**config.mk**
```make
export PLATFORM = sky130hd
export DESIGN_NAME = jb_axi_lite_master
export DESIGN_NICKNAME = d
export VERILOG_FILES = /design/src/rtl/jb_axi_lite_master.sv
export SDC_FILE = /design/constraint.sdc
export NUM_CORES = 1
export LEC_CHECK = 0
export CORE_MARGIN = 4
export CORE_UTILIZATION = 45
export DETAILED_ROUTE_END_ITERATION = 12
export PLACE_DENSITY = 0.86
export SLEW_MARGIN = 20
export SYNTH_ARGS = -nofsm -noshare
export SYNTH_HDL_FRONTEND = slang
export SYNTH_SLANG_ARGS = --single-unit
```
**constraint.sdc**
```tcl
create_clock -name clk -period 5 [get_ports clk]
set_clock_uncertainty 0.2 [all_clocks]
set_input_delay 0.5 -clock clk [delete_from_list [all_inputs] [get_ports clk]]
set_output_delay 0.5 -clock clk [all_outputs]
set_load 0.05 [all_outputs]
```
**src/rtl/jb_axi_lite_master.sv**
```systemverilog
// Single-outstanding AXI4-lite master. It turns one command into AXI beats and
// returns the response, or aborts the transaction when the slave stalls too long.
module jb_axi_lite_master #(
    parameter int unsigned AXI_ADDR_WIDTH = 13,
    parameter int unsigned AXI_DATA_WIDTH = 32,
    parameter int unsigned TIMEOUT_CYCLES = 1024
) (
    input  logic                          clk,
    input  logic                          srst,
    input  logic                          cmd_valid,
    output logic                          cmd_ready,
    input  logic                          cmd_write,
    input  logic [AXI_ADDR_WIDTH-1:0]     cmd_addr,
    input  logic [AXI_DATA_WIDTH-1:0]     cmd_wdata,
    input  logic [AXI_DATA_WIDTH/8-1:0]   cmd_wstrb,
    output logic                          rsp_valid,
    input  logic                          rsp_ready,
    output logic [AXI_DATA_WIDTH-1:0]     rsp_rdata,
    output logic [1:0]                    rsp_resp,
    output logic                          rsp_timeout,
    output logic [AXI_ADDR_WIDTH-1:0]     m_awaddr,
    output logic [2:0]                    m_awprot,
    output logic                          m_awvalid,
    input  logic                          m_awready,
    output logic [AXI_DATA_WIDTH-1:0]     m_wdata,
    output logic [AXI_DATA_WIDTH/8-1:0]   m_wstrb,
    output logic                          m_wvalid,
    input  logic                          m_wready,
    input  logic [1:0]                    m_bresp,
    input  logic                          m_bvalid,
    output logic                          m_bready,
    output logic [AXI_ADDR_WIDTH-1:0]     m_araddr,
    output logic [2:0]                    m_arprot,
    output logic                          m_arvalid,
    input  logic                          m_arready,
    input  logic [AXI_DATA_WIDTH-1:0]     m_rdata,
    input  logic [1:0]                    m_rresp,
    input  logic                          m_rvalid,
    output logic                          m_rready
);
    localparam int unsigned STRB_W  = AXI_DATA_WIDTH / 8;
    localparam int unsigned CNT_W   = (TIMEOUT_CYCLES == 0) ? 1 : $clog2(TIMEOUT_CYCLES + 1);
    localparam int unsigned TO_LAST = (TIMEOUT_CYCLES == 0) ? 0 : TIMEOUT_CYCLES - 1;
    localparam logic [CNT_W-1:0] CNT_MAX = '1;

    typedef enum logic [2:0] {IDLE, WR_REQ, WR_RESP, RD_REQ, RD_RESP, RSP} state_e;

    state_e                      state_q, state_d;
    logic [CNT_W-1:0]            cnt_q, cnt_d;
    logic [AXI_ADDR_WIDTH-1:0]   addr_q, addr_d;
    logic [AXI_DATA_WIDTH-1:0]   wdata_q, wdata_d;
    logic [STRB_W-1:0]           wstrb_q, wstrb_d;
    logic                        cmd_ready_q, cmd_ready_d;
    logic                        awvalid_q, awvalid_d;
    logic                        wvalid_q, wvalid_d;
    logic                        arvalid_q, arvalid_d;
    logic                        bready_q, bready_d;
    logic                        rready_q, rready_d;
    logic                        rsp_valid_q, rsp_valid_d;
    logic [AXI_DATA_WIDTH-1:0]   rsp_rdata_q, rsp_rdata_d;
    logic [1:0]                  rsp_resp_q, rsp_resp_d;
    logic                        rsp_timeout_q, rsp_timeout_d;
    logic                        timeout_hit;
    logic                        aw_left;
    logic                        w_left;
    logic                        abort;

    // Fires on the last counted cycle so the valids stay up exactly TIMEOUT_CYCLES cycles.
    assign timeout_hit = (TIMEOUT_CYCLES != 0) && (cnt_q == CNT_W'(TO_LAST));
    assign aw_left     = awvalid_q && !m_awready;
    assign w_left      = wvalid_q && !m_wready;

    always_comb begin
        state_d       = state_q;
        cnt_d         = cnt_q;
        addr_d        = addr_q;
        wdata_d       = wdata_q;
        wstrb_d       = wstrb_q;
        cmd_ready_d   = cmd_ready_q;
        awvalid_d     = awvalid_q;
        wvalid_d      = wvalid_q;
        arvalid_d     = arvalid_q;
        bready_d      = bready_q;
        rready_d      = rready_q;
        rsp_valid_d   = rsp_valid_q;
        rsp_rdata_d   = rsp_rdata_q;
        rsp_resp_d    = rsp_resp_q;
        rsp_timeout_d = rsp_timeout_q;
        abort         = 1'b0;

        if ((state_q inside {WR_REQ, WR_RESP, RD_REQ, RD_RESP}) && (cnt_q != CNT_MAX)) begin
            cnt_d = cnt_q + 1'b1;
        end

        case (state_q)
            IDLE: begin
                if (cmd_valid && cmd_ready_q) begin
                    addr_d      = cmd_addr;
                    wdata_d     = cmd_wdata;
                    wstrb_d     = cmd_wstrb;
                    cnt_d       = '0;
                    cmd_ready_d = 1'b0;
                    if (cmd_write) begin
                        state_d   = WR_REQ;
                        awvalid_d = 1'b1;
                        wvalid_d  = 1'b1;
                    end else begin
                        state_d   = RD_REQ;
                        arvalid_d = 1'b1;
                    end
                end
            end
            WR_REQ: begin
                if (m_awready) awvalid_d = 1'b0;
                if (m_wready)  wvalid_d  = 1'b0;
                if (!aw_left && !w_left) begin
                    state_d  = WR_RESP;
                    bready_d = 1'b1;
                end else if (timeout_hit) begin
                    abort = 1'b1;
                end
            end
            WR_RESP: begin
                if (m_bvalid) begin
                    bready_d      = 1'b0;
                    rsp_valid_d   = 1'b1;
                    rsp_resp_d    = m_bresp;
                    rsp_rdata_d   = '0;
                    rsp_timeout_d = 1'b0;
                    state_d       = RSP;
                end else if (timeout_hit) begin
                    abort = 1'b1;
                end
            end
            RD_REQ: begin
                if (m_arready) begin
                    arvalid_d = 1'b0;
                    rready_d  = 1'b1;
                    state_d   = RD_RESP;
                end else if (timeout_hit) begin
                    abort = 1'b1;
                end
            end
            RD_RESP: begin
                if (m_rvalid) begin
                    rready_d      = 1'b0;
                    rsp_valid_d   = 1'b1;
                    rsp_resp_d    = m_rresp;
                    rsp_rdata_d   = m_rdata;
                    rsp_timeout_d = 1'b0;
                    state_d       = RSP;
                end else if (timeout_hit) begin
                    abort = 1'b1;
                end
            end
            RSP: begin
                if (rsp_ready) begin
                    rsp_valid_d = 1'b0;
                    cmd_ready_d = 1'b1;
                    state_d     = IDLE;
                end
            end
            default: state_d = IDLE;
        endcase

        // A handshake on the expiry cycle never reaches here, so it wins over the abort.
        if (abort) begin
            awvalid_d     = 1'b0;
            wvalid_d      = 1'b0;
            arvalid_d     = 1'b0;
            bready_d      = 1'b0;
            rready_d      = 1'b0;
            rsp_valid_d   = 1'b1;
            rsp_resp_d    = 2'b10;
            rsp_rdata_d   = '0;
            rsp_timeout_d = 1'b1;
            state_d       = RSP;
        end
    end

    always_ff @(posedge clk) begin
        if (srst) begin
            state_q       <= IDLE;
            cnt_q         <= '0;
            addr_q        <= '0;
            wdata_q       <= '0;
            wstrb_q       <= '0;
            cmd_ready_q   <= 1'b1;
            awvalid_q     <= 1'b0;
            wvalid_q      <= 1'b0;
            arvalid_q     <= 1'b0;
            bready_q      <= 1'b0;
            rready_q      <= 1'b0;
            rsp_valid_q   <= 1'b0;
            rsp_rdata_q   <= '0;
            rsp_resp_q    <= 2'b00;
            rsp_timeout_q <= 1'b0;
        end else begin
            state_q       <= state_d;
            cnt_q         <= cnt_d;
            addr_q        <= addr_d;
            wdata_q       <= wdata_d;
            wstrb_q       <= wstrb_d;
            cmd_ready_q   <= cmd_ready_d;
            awvalid_q     <= awvalid_d;
            wvalid_q      <= wvalid_d;
            arvalid_q     <= arvalid_d;
            bready_q      <= bready_d;
            rready_q      <= rready_d;
            rsp_valid_q   <= rsp_valid_d;
            rsp_rdata_q   <= rsp_rdata_d;
            rsp_resp_q    <= rsp_resp_d;
            rsp_timeout_q <= rsp_timeout_d;
        end
    end

    assign cmd_ready   = cmd_ready_q;
    assign rsp_valid   = rsp_valid_q;
    assign rsp_rdata   = rsp_rdata_q;
    assign rsp_resp    = rsp_resp_q;
    assign rsp_timeout = rsp_timeout_q;
    assign m_awaddr    = addr_q;
    assign m_awprot    = 3'b000;
    assign m_awvalid   = awvalid_q;
    assign m_wdata     = wdata_q;
    assign m_wstrb     = wstrb_q;
    assign m_wvalid    = wvalid_q;
    assign m_bready    = bready_q;
    assign m_araddr    = addr_q;
    assign m_arprot    = 3'b000;
    assign m_arvalid   = arvalid_q;
    assign m_rready    = rready_q;

endmodule

```
==> summary.md <==
| Metric | Value |
|---|---|
| Fraction of power spent switching nets | 43.3% |
| Clock Latency Late Sink | 0.36 ns |
| Number of vias in the routed layout | 4455 |
| DPL Wire Length | 9.96 mm |
| Global placer's final weighted congestion | 0.844 |
| Port-buffer cells | 198 |
| Fraction of power consumed by the clock network | 18.9% |
| Number of antenna-violating nets in the routed design | 0 |
| Min-Delay Startpoint | m_wdata[2] |
| Post-layout net count | 792 |
| Most used standard cells in the synthesized netlist | 143 x sky130_fd_sc_hd__nand2_1, 105 x sky130_fd_sc_hd__dfxtp_1, 61 x sky130_fd_sc_hd__a21oi_1 |
| Mean Syn Cell Area | 8.34 um^2 |
| Detailed-route DRC error count | 0 |
| Headroom to the max-slew limit | 30.0% |
| Crit path capture type | flip-flop |
| CTS root buf | sky130_fd_sc_hd__clkbuf_8 |
| Gate count of the mapped netlist | 542 |
| PnR worst setup slack | 2.15 ns |
| Sw power | 1.24 mW |
| Synthesized cell area | 0.00452 mm^2 |
| Clk sink count | 105 |
| Global routing usage summed across all routing layers | 22.7% |
| IO Count | 205 |
| Share of flip-flops with an asynchronous set or reset | 0% |
| Setup repair after global routing missed its margin | false |
| Number of resized instances in the post-cts repair step | 0 |
| Final standard cell area without fillers | 0.00655 mm^2 |
| Register-to-register setup slack | 2.15 ns |
| Area added between synthesis and finish | 44.9% |
| Portion of the clock cycle consumed by the worst path in the final layout | 57.1% |
| # hold bufs at CTS | 0 |
| Pins over their slew limit | 0 |
| Timing-limited maximum frequency | 0.350 GHz |
| Hold Crit Class | reg2reg |
| Number of antenna violations at the first check in global routing | 0 |
| Worst reg2reg path endpoint | rsp_rdata[24] |
| Die boundary height | 108 um |
| Overall overflow remaining after global route | 0 |
| Length of the first detailed-routing pass in iterations | 5 |
| Clk pin slew, worst setup/hold paths | 0.10 ns |
| Sequential group share of total power | 37.5% |
| Reported max-cap violation count | 0 |
| Slew at the pin closest to its max-slew limit | 1.05 ns |
| Number of global-route vias before repair | 4260 |
| CTS max path bufs | 2 |
| Outcome | finished clean |
| Dominant cell by count in the synthesized netlist | sky130_fd_sc_hd__nand2_1 |
| Pin count of the biggest net entering global routing | 95 |
| Endpoints failing setup | 0 |
| Fraction of synthesized cell area taken by the top area cell type | 46.5% |
| Post-CTS setup repair buffer count | 0 |
| Detailed-route wire length per cell | 16.4 um |
| Worst Hold Path Cells | 2 |
| Number of inserted filler cells in the final layout | 779 |
| Top fanout value on the critical path | 39 |
| Internal power | 1.63 mW |
| Overall routed net length | 13.7 mm |
| Number of vias per cell after detailed routing | 5.34 |
| Data required time of the critical path | 4.99 ns |
| Nature of the critical path startpoint | flip-flop |
| Total of warnings raised by yosys | 0 |
| CTS H-tree depth | 3 |
| Combinational power share | 43.7% |
| Seq. cell area | 0.00210 mm^2 |
| Area of the multi-input gates | 0.00205 mm^2 |
| Most area-hungry cell type in the Yosys netlist | sky130_fd_sc_hd__dfxtp_1 |
| CTS tree | built |
| Number of violations reported at the end of detailed-routing iteration 0 | 398 |
| Flip-flop and latch count after synthesis | 105 |
| Final hold violation count | 0 |
| Synth area leaders | sky130_fd_sc_hd__dfxtp_1 46%, sky130_fd_sc_hd__nand2_1 12%, sky130_fd_sc_hd__a21oi_1 6.8%, sky130_fd_sc_hd__a211oi_1 5.5%, sky130_fd_sc_hd__nand3_1 4.2% |
| Distinct cell type count after synthesis | 55 |
| First-pass GRT wire length | 21.1 mm |
| CP arrival | 2.84 ns |
| Worst slack at placement | 2.14 ns |
| Starting utilization of the core area | 46.3% |
| Worst r2r src | state_q[0] |
| Total core area | 0.00977 mm^2 |
| Number of antenna diodes | 0 |
| Cts bufs inserted | 9 |
| Row count | 36 |
| End of the worst hold path | m_wdata[2] |
| Sequential share of the synthesized area | 46.5% |
| Top_reg_cell synth | sky130_fd_sc_hd__dfxtp_1 |
| Placed cell area | 0.00634 mm^2 |
| Post-synth EDFFs | 0 |
| Die outline area | 0.0117 mm^2 |
| Worst reg-to-reg path cell count | 5 |
| Layout cells sized above 1 | 4.85% |
| Max IR drop VDD | 199 uV |
| Aggregate negative setup slack | 0 ns |
| Chip width | 108 um |
| Static leakage | 2.21 nW |
| Final critical delay including setup and external delays | 2.85 ns |
| Cell area power density | 437 mW/mm^2 |
| Start-to-end type of the worst setup path | reg2reg |
## kinds of logic (layout without fill, tap and decap cells)
kind of cell               after synthesis  in the layout  synth area share, %
AOI/OAI and AO/OA                      132            132                 19.0
adders and majority gates                1              1                0.277
buffers and inverters                   68            222                 8.74
DFF                                    105            105                 46.5
muxes                                    3              3                0.692
other                                    1              6               0.0829
and+or+nand+nor                        232            232                 24.8
## worst max-delay path: stages, from the launching register on
cell and delay, ns:
sky130_fd_sc_hd__dfxtp_1 0.93, sky130_fd_sc_hd__mux2_1 0.41, sky130_fd_sc_hd__nor3b_1 0.27, sky130_fd_sc_hd__o311a_1 0.29, sky130_fd_sc_hd__buf_4 0.43, sky130_fd_sc_hd__a211oi_1 0.12
## layout make-up
class | instances | share of cell area (%)
Tap cell | 133 | 2.54
Sequential cell | 105 | 32.1
Clock inverter | 6 | 1.15
Multi-Input combinational cell | 374 | 31.3
Clock buffer | 10 | 2.10
Inverter | 5 | 0.286
Timing Repair Buffer | 201 | 30.5
## flip-flops by register name, indices dropped and copies added (netlist names)
register / cells
m_arvalid: 1
m_rready: 1
m_wdata: 32
m_wstrb: 4
m_bready: 1
rsp_rdata: 32
cmd_ready: 1
rsp_valid: 1
rsp_timeout: 1
rsp_resp: 2
cnt_q: 11
m_awvalid: 1
state_q: 3
m_wvalid: 1
m_araddr: 13
## worst max-delay path by stage
stage,start,end,slack [ns],depth (start not counted)
floorplan,cnt_q[0],rsp_rdata[9],3.03,7
global placement,m_bvalid,m_awvalid,2.30,6
detailed placement,m_bvalid,rsp_rdata[24],2.14,6
CTS,state_q[0],rsp_rdata[24],2.18,5
global route,state_q[0],rsp_rdata[24],1.99,5
finish,state_q[0],rsp_rdata[24],2.15,5
## power groups by stage
stage / logic [mW] / registers (mW) / clock network (mW)
global route: 1.34 / 1.10 / 0.590
floorplan: 0.605 / 1.38 / 0
detailed placement: 1.26 / 1.09 / 0
global placement: 1.23 / 1.08 / 0
finish: 1.25 / 1.07 / 0.542
CTS: 1.26 / 1.07 / 0.556
## layer usage
layer,vias to the layer above,wire [um],share of wire [%],global-route usage (%)
met5,-,0,0,0
li1,2161,-,-,-
met3,23,1400,10,8.42
met2,219,6420,47,38.0
met4,0,370,2.7,9.20
met1,2052,5500,40,26.3
## cell usage in the layout (no fill, tap or decap), types with 4 or more instances in the layout
master | netlist | final
sky130_fd_sc_hd__conb_1 | 1 | 6
sky130_fd_sc_hd__nor3_1 | 7 | 7
sky130_fd_sc_hd__dfxtp_1 | 105 | 105
sky130_fd_sc_hd__nor2_1 | 6 | 6
sky130_fd_sc_hd__o21ai_0 | 7 | 7
sky130_fd_sc_hd__a21oi_1 | 61 | 61
sky130_fd_sc_hd__or4_1 | 4 | 4
sky130_fd_sc_hd__inv_1 | 5 | 5
sky130_fd_sc_hd__a31oi_1 | 4 | 4
sky130_fd_sc_hd__clkbuf_8 | 0 | 10
sky130_fd_sc_hd__a211oi_1 | 33 | 33
sky130_fd_sc_hd__buf_4 | 21 | 4
sky130_fd_sc_hd__nand2_1 | 143 | 143
sky130_fd_sc_hd__nand2b_1 | 7 | 7
sky130_fd_sc_hd__clkdlybuf4s50_1 | 0 | 197
sky130_fd_sc_hd__nand3_1 | 38 | 38
## per-stage QoR
stage,instances,total power [mW],hold WS (ns),util [%]
after global placement,818,2.32,0.241,64.8
after floorplan,547,1.99,0.242,-
after detailed placement,818,2.35,0.247,64.9
after global routing,834,3.02,0.283,67.1
final,834,2.87,0.261,67.1
after CTS,834,2.89,0.262,67.0
No activity file was read; power rests on OpenSTA's default activity.
